File: src/rtl/tft_pkg.sv
// tft_pkg: shared types and constants for the TFT SPI arbiter slice.
package tft_pkg;
    typedef enum logic [1:0] {IDLE, GRANT, DRAIN} arb_state_t;
    localparam int TFT_BYTE_W = 8;
    localparam int TFT_MAX_REQ = 8;
endpackage

File: src/rtl/tft_spi_arbiter_pick.sv
// arb_pick: combinational winner selection; TFT_ARB_RR_EN selects round-robin from ptr, else lowest index wins.
module arb_pick #(
    parameter int NUM_REQ = 4,
    parameter int IDX_W = $clog2(NUM_REQ)
) (
    input  logic [NUM_REQ-1:0] req,
    input  logic [IDX_W-1:0]   ptr,
    output logic [NUM_REQ-1:0] win,
    output logic [IDX_W-1:0]   win_idx
);
`ifdef TFT_ARB_RR_EN
    // Scan from the far end so the candidate closest to ptr is assigned last.
    always_comb begin
        win_idx = '0;
        for (int k = NUM_REQ - 1; k >= 0; k--)
            if (req[(int'(ptr) + k) % NUM_REQ]) win_idx = IDX_W'((int'(ptr) + k) % NUM_REQ);
    end
`else
    logic unused_ptr;
    assign unused_ptr = ^ptr;
    always_comb begin
        win_idx = '0;
        for (int k = NUM_REQ - 1; k >= 0; k--)
            if (req[k]) win_idx = IDX_W'(k);
    end
`endif
    assign win = |req ? NUM_REQ'(1) << win_idx : '0;
endmodule

File: src/rtl/tft_spi_arbiter.sv
// tft_spi_arbiter: frame-granular request/grant sharing of one tft_spi byte transmitter.
// Define TFT_ARB_RR_EN for round-robin arbitration; default is fixed priority (index 0 highest).
module tft_spi_arbiter
    import tft_pkg::*;
#(
    parameter int NUM_REQ = 4,
    parameter int IDX_W = $clog2(NUM_REQ)
) (
    input  logic                          clk,
    input  logic                          rst,
    input  logic [NUM_REQ-1:0]            req,
    input  logic [TFT_BYTE_W*NUM_REQ-1:0] req_data,
    input  logic [NUM_REQ-1:0]            req_dc,
    input  logic [NUM_REQ-1:0]            req_transmit,
    output logic [NUM_REQ-1:0]            grant,
    output logic [NUM_REQ-1:0]            req_busy,
    input  logic                          spi_busy,
    output logic [TFT_BYTE_W-1:0]         spi_data,
    output logic                          spi_dc,
    output logic                          spi_transmit,
    output logic [IDX_W-1:0]              owner,
    output logic                          owner_valid,
    output logic                          err
);
    arb_state_t state;
    logic [NUM_REQ-1:0] win;
    logic [IDX_W-1:0] win_idx, ptr;
    logic fwd;
`ifdef TFT_ARB_RR_EN
    always_ff @(posedge clk or negedge rst)
        if (!rst) ptr <= '0;
        else if (state == IDLE && |req) ptr <= IDX_W'((int'(win_idx) + 1) % NUM_REQ);
`else
    assign ptr = '0;
`endif
    arb_pick #(.NUM_REQ(NUM_REQ), .IDX_W(IDX_W)) u_pick (
        .req(req),
        .ptr(ptr),
        .win(win),
        .win_idx(win_idx)
    );
    always_ff @(posedge clk or negedge rst) begin
        if (!rst) begin
            state <= IDLE;
            grant <= '0;
            owner <= '0;
            err <= 1'b0;
        end else begin
            err <= err | (|(req_transmit & ~grant));
            case (state)
                IDLE: if (|req) begin
                    state <= GRANT;
                    grant <= win;
                    owner <= win_idx;
                end
                GRANT: if (!req[owner]) begin
                    state <= DRAIN;
                    grant <= '0;
                end
                DRAIN: if (!spi_busy) state <= IDLE;
                default: state <= IDLE;
            endcase
        end
    end
    assign fwd = state == GRANT;
    assign owner_valid = fwd;
    assign spi_transmit = fwd & req_transmit[owner];
    assign spi_dc = fwd & req_dc[owner];
    assign spi_data = fwd ? req_data[TFT_BYTE_W*owner +: TFT_BYTE_W] : '0;
    // grant is zero outside GRANT, so non-owners and idle/drain all see busy.
    assign req_busy = ~grant | {NUM_REQ{spi_busy}};
endmodule

File: config.mk
export PLATFORM = sky130hd
export DESIGN_NAME = tft_spi_arbiter
export DESIGN_NICKNAME = d
export VERILOG_FILES = /design/src/rtl/tft_pkg.sv /design/src/rtl/tft_spi_arbiter_pick.sv /design/src/rtl/tft_spi_arbiter.sv
export SDC_FILE = /design/constraint.sdc
export NUM_CORES = 1
export LEC_CHECK = 0
export ABC_AREA = 1
export BUFFER_PORTS_ARGS = -buffer_cell sky130_fd_sc_hd__clkbuf_2
export CELL_PAD_IN_SITES_DETAIL_PLACEMENT = 2
export CELL_PAD_IN_SITES_GLOBAL_PLACEMENT = 2
export CORE_ASPECT_RATIO = 0.7
export CORE_MARGIN = 2
export CORE_UTILIZATION = 18
export CTS_BUF_LIST = sky130_fd_sc_hd__clkbuf_16
export DETAILED_ROUTE_END_ITERATION = 6
export PLACE_DENSITY_LB_ADDON = 0.15
export SETUP_SLACK_MARGIN = 0.1
export SKIP_LAST_GASP = 1
export SYNTH_ARGS = -nofsm -noshare
export SYNTH_HDL_FRONTEND = slang
export SYNTH_SLANG_ARGS = --single-unit
File: constraint.sdc
create_clock -name clk -period 2.85 [get_ports clk]
set_input_delay 0.285 -clock clk [delete_from_list [all_inputs] [get_ports clk]]
set_output_delay 0.285 -clock clk [all_outputs]
set_load 0.005 [all_outputs]
After elaboration in Yosys (flattened, before gate mapping)

Cells that the tools add are included.

Register bits: 9
Input port bits: 47
Output and inout port bits: 22
Logic and storage cells: 43

Order comparisons: 1
Equality and inequality tests: 5
Shifts and indexed selects: 2
Mux-type cells: 18
Bitwise operators: 6
Reduce and logical (&&, ||, !) cells: 7

Operators by type and width:

| cell                                                | count |
|---|---|
| indexed part select 32 x 6 -> 8 bit                 | 1 |
| two-way mux 2 bit                                   | 7 |
| two-way mux 4 bit                                   | 2 |
| two-way mux 8 bit                                   | 1 |
| one-hot mux 4 bit (2 select lines)                  | 1 |
| OR reduction 4 bit                                  | 2 |
| binary-select mux 1 bit (select 2 bit)              | 3 |
| inequality test 2 bit (second input constant)       | 3 |
| one-hot mux 2 bit (3 select lines)                  | 1 |
| AND reduction 3 bit                                 | 2 |
| bitwise AND 4 bit                                   | 1 |
| inverter 4 bit                                      | 1 |
| OR 4 bit                                            | 1 |
| << shifter 1 x 2 -> 4 bit (first input constant)    | 1 |
| < comparator 2 x 3 -> 1 bit (second input constant) | 1 |
| two-way mux 1 bit                                   | 3 |
| bitwise AND 1 bit                                   | 2 |
| == test 2 x 1 -> 1 bit (second input constant)      | 1 |
| == test 2 bit (second input constant)               | 1 |
| logical NOT 2 bit                                   | 1 |
| AND reduction 2 bit                                 | 1 |
| nonzero test 2 bit                                  | 1 |
| OR 1 bit                                            | 1 |

Logic depth before layout (Yosys ltp)

Depth in word-level cells: 7
Depth in mapped cells: 8
Depth with buffers taken out: 8

Modules after synthesis

From an unflattened synthesis, not the netlist that was laid out.

Cells, all modules: 146
Area total of the unflattened synthesis: 854.6 um^2

By module, submodules not included:

| module          | instances | cells an instance | area an instance (um^2) | sequential area each (um^2) |
|---|---|---|---|---|
| tft_spi_arbiter | 1         | 135               | 799.5                   | 225.2 |
| arb_pick        | 1         | 11                | 55.1                    | 0.0 |

Worst setup path before layout

OpenSTA, ideal clock, no wires.

Kind: register to output
Start: register owner[0]
End: output port spi_data[0]
Arrival time: 0.997 ns
Required time: 2.565 ns
Slack: 1.568 ns
Cell stages (with the launch flop): 5
Path through: dfrtp_1 -> inv_2 -> clkbuf_1 -> o21ai_0 -> a21oi_1

Cells in the longest elaborated chain, start to end: 2

RTL lines:

| item                                | RTL line              | RTL |
|---|---|---|
| from (decl)                         | tft_spi_arbiter.sv:21 | `output logic [IDX_W-1:0] owner,` |
| from (signal assigned)              | tft_spi_arbiter.sv:54 | `owner <= win_idx;` |
| indexed part select 32 x 6 -> 8 bit | tft_spi_arbiter.sv:69 | `assign spi_data = fwd ? req_data[TFT_BYTE_W*owner +: TFT_BYTE_W] : '0;` |
| two-way mux 8 bit                   | tft_spi_arbiter.sv:69 |  |
| to (decl)                           | tft_spi_arbiter.sv:18 | `output logic [TFT_BYTE_W-1:0] spi_data,` |

No other way between the ends.

Final worst setup path

Start: register owner[1]
End: output port spi_data[3]

The elaborated chain is that of the path after synthesis.

==> summary.md <==
| Metric | Value |
|---|---|
| Worst hold slack | `0.357 ns` |
| Vias per cell | `4.52` |
| Switching power | `544 uW` |
| PortBufs | `68` |
| Clock buffer count from CTS | `3` |
| Nets | `266` |
| Core Box Area | `4430 sq um` |
| Leak | `0.747 nW` |
| R2R depth | `7` |
| Worst EP arrival | `1.84 ns` |
| Routability congestion estimate | `0.798` |
| Final Total Pwr | `1.15 mW` |
| Initial Utilization | `19.1%` |
| Antenna violations before repair | `0` |
| Clock tree buffer depth | `2` |
| H-tree Lvls | `1` |
| Vias | `1234` |
| Syn nets | `198` |
| P_int | `609 uW` |
| Hold Path Class | `input pin to flip-flop` |
| Root buffer cell | `clkbuf_16` |
| RSZ-0062 raised after global routing | `no` |
| Final worst path period need | `2.12 ns` |
| Seq/Total Area, Yosys | `26.6%` |
| Hold Path Cell Cnt | `3` |
| Mapped cell area | `847 sq um` |
| Final hold violation count | `0` |
| # DRC | `0` |
| EDFF count, synth | `0` |
| Die area | `5280 sq um` |
| Share of Yosys cell area claimed by the top area cell type | `26.6%` |
| Dpl hpwl | `3090 microns` |
| Gr ovfl total | `0` |
| Largest net degree at the start of global routing | `23` |
| Layout cells sized above 1 | `35.8%` |
| Fill cells | `579` |
| Pwr Density | `874 nW/um^2` |
| Yosys warns | `0` |
| Tot GR Track Use | `14.5%` |
| TNS Setup | `0 ns` |
| Detailed Route WL | `3760 microns` |
| Register share of total power | `22.9%` |
| Vias in the first global route | `1295` |
| Most common cell in the netlist | `nor2_1` |
| Dpl cells | `268` |
| First DRT Iteration DRCs | `20` |
| Setup bufs post-CTS | `0` |
| Combinational Power Share | `55.8%` |
| Leading area contributor after synthesis | `dfrtp_1` |
| First-pass GRT wire length | `6080 microns` |
| Clock Skew | `0.00197 ns` |
| Most used DFF post-synth | `dfrtp_1` |
| Crit Path Category | `flip-flop to output port` |
| Die height | `61.4 microns` |
| Number of distinct library cells after synthesis | `17` |
| Fmax | `0.471 GHz` |
| Clock sinks | `9` |
| Switch share | `47.2%` |
| Slew Limit Fails | `0` |
| Post-DRT Antenna Nets | `0` |
| Async SR Flop Fraction | `100%` |
| Worst EP required | `2.57 ns` |
| Area delta synth->final | `55.7%` |
| Commonest cells post-synth | `nor2_1, nand2_1, o21ai_0` |
| CTS tree | `yes` |
| Synth top area cells | `dfrtp_1, nor2_1, nand2_1` |
| Die X | `86.0 microns` |
| WL/cell | `13.8 microns` |
| Clk pwr share | `21.3%` |
| FF+latch count, synth | `9` |
| Number of max-cap violations | `0` |
| Avg Inst Size Synth | `5.61 sq um` |
| Status | `completed` |
| DRT Pass-1 Iters | `4` |
| Std cell rows | `20` |
| Fin crit share | `74.5%` |
| Tightest Pin Transition | `0.513 ns` |
| Post-Syn Instances | `151` |
| Final std cells w/o fill | `273` |
| Ant. Diodes | `0` |
| Clk_lat worst skew | `0.23 ns` |
| Setup violators final | `0` |
| Worst relative slew slack | `65.7%` |
| I/O pins | `69` |
| Worst IR drop on VDD | `215 uV` |
| Crit end category | `output port` |
| CP Launch Type | `flip-flop` |
| Worst-path fanout max | `14` |
| Clock-pin slew on the worst setup and hold paths | `0.04 ns` |
==> worst paths after layout <==
kind                                 startpoint           to  slack (ns)
worst max-delay path                   owner[1]  spi_data[3]        0.73
worst min-delay path            req_transmit[0]          err        0.36
worst max register to register         owner[0]     grant[2]        1.15
worst min register to register              err          err        0.49
max in group asynchronous                   rst     grant[3]        2.21
min in group asynchronous                   rst     state[1]        0.45
==> sequential cells by signal (all words and copies together), names as in the netlist <==
name,count
err,1
owner,2
state,2
grant,4
==> critical path: stages (launching register included) <==
cell and delay (ns):
dfrtp_1 0.64, inv_1 0.34, nor2_1 0.16, o21ai_0 0.12
a21oi_1 0.19, clkbuf_2 0.15
==> kinds of logic after synthesis <==
group	after synthesis	synth area share, %
AO/OA/AOI/OAI	36	22.0
buffers and inverters	22	10.8
flip-flops	9	26.6
AND/OR/NAND/NOR	84	40.6
==> what timing repair did <==
action / CTS / global route
endpoints found under the setup margin: 0 / 0
hold endpoints to repair: 9 / 0
hold buffers: 1 / 0
gates resized for setup: 0 / 0
==> power by group through the flow <==
| stage | logic [mW] | clock network (mW) | registers (mW) |
|---|---|---|---|
| after floorplan | 0.430 | 0 | 0.222 |
| after global placement | 0.628 | 0 | 0.266 |
| after detailed placement | 0.651 | 0 | 0.269 |
| after CTS | 0.661 | 0.252 | 0.267 |
| after global routing | 0.750 | 0.266 | 0.277 |
| final | 0.644 | 0.245 | 0.264 |
==> layout by cell type, fill, tap and decap left out <==
cell / Yosys / final
a21oi_1: 12 / 12
nand4_1: 4 / 4
clkbuf_16: 0 / 3
nand3_1: 4 / 4
inv_2: 3 / 3
o21ai_0: 21 / 21
dlygate4sd3_1: 0 / 1
nand2_1: 29 / 29
nor2_1: 44 / 44
o31ai_1: 1 / 1
clkbuf_2: 0 / 68
nand3_2: 2 / 2
dfrtp_1: 9 / 9
nor3_1: 1 / 1
inv_1: 12 / 12
buf_4: 2 / 1
clkinv_2: 0 / 1
o21ai_1: 1 / 1
o221ai_1: 1 / 1
==> layout make-up <==
| type | instances | area, sq um | share of cell area, % |
|---|---|---|---|
| multi-input cells | 120 | 531 | 40.2 |
| repair buffers | 70 | 358 | 27.1 |
| flip-flops and latches | 9 | 225 | 17.1 |
| clock buffers | 3 | 75.1 | 5.69 |
| well taps | 55 | 68.8 | 5.22 |
| inverters | 15 | 56.3 | 4.27 |
| clock inverters | 1 | 5.00 | 0.380 |
==> stage by stage <==
| stage | instance area [sq um] | util, % | worst slack (ns) |
|---|---|---|---|
| after floorplan | 847 | - | 1.57 |
| after global placement | 1230 | 27.7 | 1.03 |
| after detailed placement | 1230 | 27.7 | 0.958 |
| after CTS | 1320 | 29.8 | 0.713 |
| after global routing | 1320 | 29.8 | 0.568 |
| final | 1320 | 29.8 | 0.726 |
==> routing by layer <==
metal | up-vias | wire length (microns) | track usage [%]
li1 | 624 | - | -
met4 | 0 | 19 | 3.40
met2 | 36 | 1790 | 25.5
met1 | 572 | 1780 | 19.3
met3 | 2 | 169 | 2.14
met5 | - | 0 | 0
Note: power is estimated with default switching activity, not from simulation.
